File: src/rtl/mux8_rr_sched.sv
// Round-robin owner of an 8:1 mux: a source keeps its grant until it finishes,
// drops its request, or the hold limit runs out; then the next requester is granted.
module mux8_rr_sched #(
  parameter int MAX_HOLD = 16,
  parameter int HOLD_W   = 5
) (
  input  logic       clk,
  input  logic       rst_n,
  input  logic [7:0] req_i,
  input  logic       done_i,
  output logic [7:0] gnt_o,
  output logic [2:0] s_o,
  output logic       valid_o,
  output logic       timeout_o
);

  // state   | meaning
  // S_IDLE  | no owner; the next requester is granted on the following edge
  // S_GRANT | source s_q owns the mux; hold_cnt_q counts the cycles it has owned it
  typedef enum logic {S_IDLE = 1'b0, S_GRANT = 1'b1} state_t;

  localparam logic [HOLD_W-1:0] HOLD_LAST =
    HOLD_W'((MAX_HOLD == 0) ? 0 : MAX_HOLD - 1);
  localparam logic [HOLD_W-1:0] HOLD_SAT = {HOLD_W{1'b1}};

  state_t            state_q, state_d;
  logic [2:0]        ptr_q, ptr_d;
  logic [HOLD_W-1:0] hold_cnt_q, hold_cnt_d;
  logic [7:0]        gnt_q, gnt_d;
  logic [2:0]        s_q, s_d;
  logic              timeout_q, timeout_d;

  logic [7:0] cand;
  logic [2:0] start;
  logic       win_found;
  logic [2:0] win_idx;
  logic       user_rel, expire;

  // First set bit of v, scanning upward from start and wrapping past 7.
  function automatic logic [3:0] pick(input logic [7:0] v, input logic [2:0] st);
    logic [3:0] res;
    logic [2:0] idx;
    res = 4'b0;
    for (int i = 0; i < 8; i++) begin
      idx = st + 3'(i);
      if (!res[3] && v[idx]) res = {1'b1, idx};
    end
    return res;
  endfunction

  always_ff @(posedge clk or negedge rst_n) begin
    if (!rst_n) begin
      state_q    <= S_IDLE;
      ptr_q      <= 3'd0;
      hold_cnt_q <= '0;
      gnt_q      <= 8'd0;
      s_q        <= 3'd0;
      timeout_q  <= 1'b0;
    end else begin
      state_q    <= state_d;
      ptr_q      <= ptr_d;
      hold_cnt_q <= hold_cnt_d;
      gnt_q      <= gnt_d;
      s_q        <= s_d;
      timeout_q  <= timeout_d;
    end
  end

  // A timed-out owner stays eligible; starting the scan at k+1 puts it last.
  always_comb begin
    user_rel = done_i | ~req_i[s_q];
    expire   = (MAX_HOLD != 0) && (hold_cnt_q == HOLD_LAST);
    if (state_q == S_IDLE) begin
      start = ptr_q;
      cand  = req_i;
    end else begin
      start = s_q + 3'd1;
      cand  = user_rel ? (req_i & ~(8'd1 << s_q)) : req_i;
    end
    {win_found, win_idx} = pick(cand, start);
  end

  always_comb begin
    state_d    = state_q;
    ptr_d      = ptr_q;
    hold_cnt_d = hold_cnt_q;
    gnt_d      = gnt_q;
    s_d        = s_q;
    timeout_d  = 1'b0;
    case (state_q)
      S_IDLE: begin
        if (win_found) begin
          gnt_d      = 8'd1 << win_idx;
          s_d        = win_idx;
          hold_cnt_d = '0;
          state_d    = S_GRANT;
        end
      end
      S_GRANT: begin
        if (!(user_rel || expire)) begin
          if (hold_cnt_q != HOLD_SAT) hold_cnt_d = hold_cnt_q + 1'b1;
        end else begin
          ptr_d     = s_q + 3'd1;
          timeout_d = ~user_rel;
          if (win_found) begin
            gnt_d      = 8'd1 << win_idx;
            s_d        = win_idx;
            hold_cnt_d = '0;
          end else begin
            gnt_d   = 8'd0;
            state_d = S_IDLE;
          end
        end
      end
      default: state_d = S_IDLE;
    endcase
  end

  always_comb begin
    gnt_o     = gnt_q;
    s_o       = s_q;
    valid_o   = |gnt_q;
    timeout_o = timeout_q;
  end

endmodule
File: config.mk
export PLATFORM = sky130hd
export DESIGN_NAME = mux8_rr_sched
export DESIGN_NICKNAME = d
export VERILOG_FILES = /design/src/rtl/mux8_rr_sched.sv
export SDC_FILE = /design/constraint.sdc
export NUM_CORES = 1
export LEC_CHECK = 0
export BUFFER_PORTS_ARGS = -buffer_cell sky130_fd_sc_hd__clkbuf_2
export CORE_ASPECT_RATIO = 0.5
export CORE_MARGIN = 4
export CORE_UTILIZATION = 55
export CTS_CLUSTER_SIZE = 25
export DETAILED_ROUTE_END_ITERATION = 12
export PLACE_DENSITY = 0.88
export RECOVER_POWER = 50
export SKIP_CTS_REPAIR_TIMING = 1
export SYNTH_ARGS = -nofsm -noshare
export SYNTH_HDL_FRONTEND = slang
export SYNTH_SLANG_ARGS = --single-unit
File: constraint.sdc
create_clock -name clk -period 3.55 [get_ports clk]
set_input_delay 0.71 -clock clk [delete_from_list [all_inputs] [get_ports clk]]
set_output_delay 0.71 -clock clk [all_outputs]
set_load 0.02 [all_outputs]
# ---- After elaboration in Yosys (flattened, before gate mapping)
# Index checks and enable logic that the tools add are counted.
dict set report word_totals {
  regBits 21
  latchBits 0
  out_inout_bits 13
  n_memories 0
  elab_cells 100
  rom_bits 0
  ramBits 0
  inputBits 11
}
dict set report classes {
  n_bitwise 6
  n_eq_ne 5
  order_cmp 9
  addsub 9
  multipliers 0
  reduce_logical 18
  mux 45
  div 0
  n_shift 2
}
# operator count
set op_table {}
lappend op_table {{8-bit two-way mux} 5}
lappend op_table {{3-bit by 4-bit less-than comparator with 1-bit output (second input constant)} 9}
lappend op_table {{4-bit two-way mux} 8}
lappend op_table {{1-bit binary-select mux with 3-bit select} 9}
lappend op_table {{8-bit one-hot mux with 2 select lines} 1}
lappend op_table {{1-bit by 3-bit left shift with 8-bit output (first input constant)} 2}
lappend op_table {{5-bit two-way mux} 3}
lappend op_table {{1-bit two-way mux} 13}
lappend op_table {{3-bit adder (second input constant)} 4}
lappend op_table {{5-bit one-hot mux with 2 select lines} 1}
lappend op_table {{3-bit two-way mux} 3}
lappend op_table {{8-bit bitwise AND} 1}
lappend op_table {{8-bit inverter} 1}
lappend op_table {{8-bit OR reduction} 1}
lappend op_table {{1-bit logical AND} 7}
lappend op_table {{1-bit logical NOT} 7}
lappend op_table {{3-bit by 1-bit adder with 3-bit output (second input constant)} 2}
lappend op_table {{3-bit by 2-bit adder with 3-bit output (second input constant)} 2}
lappend op_table {{3-bit one-hot mux with 2 select lines} 1}
lappend op_table {{5-bit by 1-bit adder with 5-bit output (second input constant)} 1}
lappend op_table {{5-bit by 4-bit equality test with 1-bit output (second input constant)} 1}
lappend op_table {{5-bit inequality test (second input constant)} 1}
lappend op_table {{2-bit AND reduction} 2}
lappend op_table {{3-bit by 1-bit inequality test with 1-bit output (second input constant)} 1}
lappend op_table {{other kinds (6)} 8}

# ---- Depth between registers and ports, before layout
dict set report depth {
  depth_word 34
  depth_mapped 16
  ltp_nobuf 14
}

# ---- Worst setup path after synthesis
# OpenSTA, ideal clock, no wires.
dict set report synth_timing {
  path_kind {register -> register}
  startpoint {register s_q[0] (netlist: s_o[0])}
  endpoint {register gnt_q[2] (netlist: gnt_o[2])}
  synth_period_minus_slack_ps 4022
  setup_time_ps 122
  path_stages_with_launch 15
  path_buffers 2
  required_ps 3428
  arrival_ps 3900
  setup_slack_ps -472
  path_cell_list {dfrtp_1 -> buf_6 -> inv_2 -> ha_1 -> mux2i_4 -> inv_1 -> ha_1 -> clkbuf_1 -> xnor2_1 -> mux2i_1 -> mux2_2 -> or3_1 -> o31ai_1 -> o2bb2ai_2 -> a32o_1}
}
dict set report synth_between {
  elab_chain_len 34
  elab_cells_between_ends 65
  classes_between {add/sub (8); eq/ne (2); shift (2); mux (33); bitwise (4); reduce/logical (16)}
}
# element line_no
set synth_lines {}
lappend synth_lines {{start: declaration} 30} ;# logic [2:0] s_q, s_d;
lappend synth_lines {{start signal: assignment} 57} ;# s_q <= 3'd0;
lappend synth_lines {{start signal: assignment} 64} ;# s_q <= s_d;
lappend synth_lines {{1-bit binary-select mux with 3-bit select} 71} ;# user_rel = done_i | ~req_i[s_q];
lappend synth_lines {{1-bit two-way mux (not written as such)} 71}
lappend synth_lines {{1-bit inverter} 71}
lappend synth_lines {{1-bit bitwise OR} 71}
lappend synth_lines {{8-bit two-way mux} 78} ;# cand = user_rel ? (req_i & ~(8'd1 << s_q)) : req_i;
lappend synth_lines {{8-bit two-way mux} 73} ;# if (state_q == S_IDLE) begin
lappend synth_lines {{1-bit binary-select mux with 3-bit select} 46} ;# if (!res[3] && v[idx]) res = {1'b1, idx};
lappend synth_lines {{1-bit two-way mux (not written as such)} 46}
lappend synth_lines {{[... 18 more ...]} --}
lappend synth_lines {{4-bit two-way mux} 46}
lappend synth_lines {{1-bit logical NOT} 46}
lappend synth_lines {{1-bit logical AND} 46}
lappend synth_lines {{4-bit two-way mux} 46}
lappend synth_lines {{1-bit by 3-bit left shift with 8-bit output} {93, 106}}
lappend synth_lines {{8-bit two-way mux} 105} ;# if (win_found) begin
lappend synth_lines {{8-bit two-way mux} 100} ;# if (!(user_rel || expire)) begin
lappend synth_lines {{8-bit one-hot mux with 2 select lines} 90} ;# case (state_q)
lappend synth_lines {{end signal: assignment} 63} ;# gnt_q <= gnt_d;
lappend synth_lines {{end: declaration} 29} ;# logic [7:0] gnt_q, gnt_d;
# Parallel ways exist; a longest one is shown, timed or not. The select of a mux whose other input is x is not followed.
# A chain may end at the register's enable or synchronous reset.

# ---- Worst setup path after layout
dict set report layout_timing {
  startpoint {register s_q[0] (netlist: s_o[0])}
  endpoint {register gnt_q[7] (netlist: gnt_o[7])}
}
# The elaborated chain is that of the path after synthesis.

==> metrics <==
failing checks negative setup slack; Critical Path RT 3.68 ns; CTS buffer count 3; Worst setup EP type flip-flop; Slew @ Worst Pin 1.12 ns; most frequent CP cell buf_6; setup ws final -0.228 ns; die area 0.00622 mm2; CTS sink count 21; Worst R2R Start s_o[0]$_DFFE_PN0P_; Tightest Hold Check Type reg2reg; PortBufs 23; # setup viols final 16; CP top delay family compound AO/OA/AOI/OAI gates; Data arrival, critical path 3.91 ns; Worst Setup Path Type reg2reg; WL final 12.5 mm; most common cell in the synthesized netlist nand2_1; area leader, netlist dfrtp_1; area of the multi-input gates 0.00256 mm2; DRC 0; ant diodes 0; fraction of layout cells with a size suffix above 1 53.4%; EDFF count, synth 0; floorplan row count 17; CTS tree built; Syn-to-layout area delta 49.7%; I/O pin cnt 24; clock slew at reported path FFs 0.08 ns; Post-Syn Area 0.00273 mm2; beginning of the worst hold path ptr_q[2]$_DFFE_PN0P_; Final Cycle Share 106%; initial antenna violation count 0; Root Driver clkbuf_8; total track usage 28.9%; Skew-Pair Late Insertion Delay 0.26 ns; CP Launch Type flip-flop; RSZ-0062 raised after global routing true; placer congestion estimate 1.03; first drt pass iteration count 8; syn_nets 349; CP Buf/Inv Count 3; die height 57.8 um; initial DRC count 659; Final #Nets 449; Initial Utilization 59.4%; vias per cell 7.34; setup TNS -2.26 ns; Unique masters post-synth 82; Slowest cell on crit path dfrtp_2; min Tclk post-route 3.78 ns; DRT antenna net count 0; final slew viol count 0; Synth Warn # 0; FF+latch count, synth 21; Mapped Cells 326; DPL Wire Length 6.99 mm; worst relative slew slack 25.5%; Congestion Overflow GR 0; core area 0.00459 mm2; skew final 0.00319 ns; DR vias 3,603; pre-CTS setup slack -0.266 ns; delay of the slowest critical-path stage 0.51 ns; largest net degree at the start of global routing 22; clk buf depth 2; Top FF cell, synth dfrtp_1; top cell type's share of synthesized area 19.3%; cell-by-cell trace of the critical path buf_6, mux2_4, o221ai_4, buf_6, nor2_4, a311oi_4, buf_6, mux4_2, nor3_2, a2111o_1, a211oi_4, nor3_2, a32o_1; # fillers 207; largest cells by area after synthesis dfrtp_1, ha_1, nand2_1, o21ai_0, nand3_1; per-cell routed wire length 25.4 um; Seq/Total Area, Yosys 19.3%; Final Hold Viols 0; max_cap viols 0; Critical path origin s_o[0]$_DFFE_PN0P_; ys async rst share 100%; H-tree depth 1; die width 108 um; status complete, but fails checks; global-route wire length before repair 14.6 mm; mean post-synth cell area 8.37 um2; CP max FO 8; register area 528 um2; FMAX 265 MHz; Post-synth top cells nand2_1, o21ai_0, dfrtp_1; vias in the first global route 2,899
-- tightest hold or removal path, stage by stage (launching register included) --
cell	delay, ns
dfrtp_1	0.37
nand2_1	0.07
o21ai_0	0.08
-- path summary, 6_finish.rpt --
kind,slack (ns),cells after the start,end
worst max-delay path,-0.23,13,gnt_o[7]$_DFFE_PN0P_
worst min-delay path,0.55,2,ptr_q[2]$_DFFE_PN0P_
min in group asynchronous,0.64,1,hold_cnt_q[3]$_DFFE_PN0P_
max in group asynchronous,2.16,1,state_q$_DFF_PN0_
worst min register to register,0.55,2,ptr_q[2]$_DFFE_PN0P_
worst max register to register,-0.23,13,gnt_o[7]$_DFFE_PN0P_
-- per-layer routing --
layer  up-vias  wire length (um)  track usage (%)
li1       1469                 -                -
met1      1675              4660             40.5
met2       348              5440             48.8
met3       111              1520             3.45
met4         0               839             5.22
met5         -                 0                0
-- cells by family after synthesis --
group / Yosys count / synth area share (%)
buffers and inverters: 33 / 5.87
multiplexers: 19 / 8.71
AO/OA/AOI/OAI: 117 / 35.5
XOR/XNOR: 2 / 0.642
AND/OR/NAND/NOR: 122 / 24.5
adder cells (fa/ha/maj): 12 / 5.50
flip-flops: 21 / 19.3
-- registers in the layout, indices dropped and copies added (netlist names) --
register and flops:
state_q 1, timeout_o 1, hold_cnt_q 5, ptr_q 3, s_o 3, gnt_o 8
-- layout make-up --
type | instances | share of cell area (%)
clock buffers | 3 | 1.01
flip-flops and latches | 21 | 12.9
clock inverters | 1 | 0.123
inverters | 16 | 1.47
well taps | 66 | 2.02
multi-input cells | 273 | 62.8
repair buffers | 111 | 19.7
-- metrics by stage --
step | hold slack [ns] | cells | util (%) | instance area, um2
after global routing | 0.559 | 491 | 88.9 | 4090
final | 0.554 | 491 | 88.9 | 4090
after global placement | 0.477 | 463 | 72.7 | 3340
after floorplan | 0.414 | 326 | - | 2760
after detailed placement | 0.482 | 463 | 72.7 | 3340
after CTS | 0.425 | 467 | 73.7 | 3390
-- layout by cell type (no fill, tap or decap), drive strengths merged, types with 3 or more instances in the layout --
cell     n
nand3   19
o21ai   30
a21o     3
dfrtp   21
nor2    21
inv     16
nand3b   3
or3      5
o211ai   4
a21oi   11
a221o    3
o21a     7
nor3    12
or2      3
nor4     4
o22ai    7
mux2i    9
a32o     5
mux2     9
o31ai    9
nand2   31
nand4    4
a31oi    8
ha      12
and3     6
buf     88
nand2b   6
o221ai   3
clkbuf  26
a22oi    3
nor2b    5
Power is not shown: default switching activity piles up to over one toggle a cycle in this logic, so the estimate is an artifact.
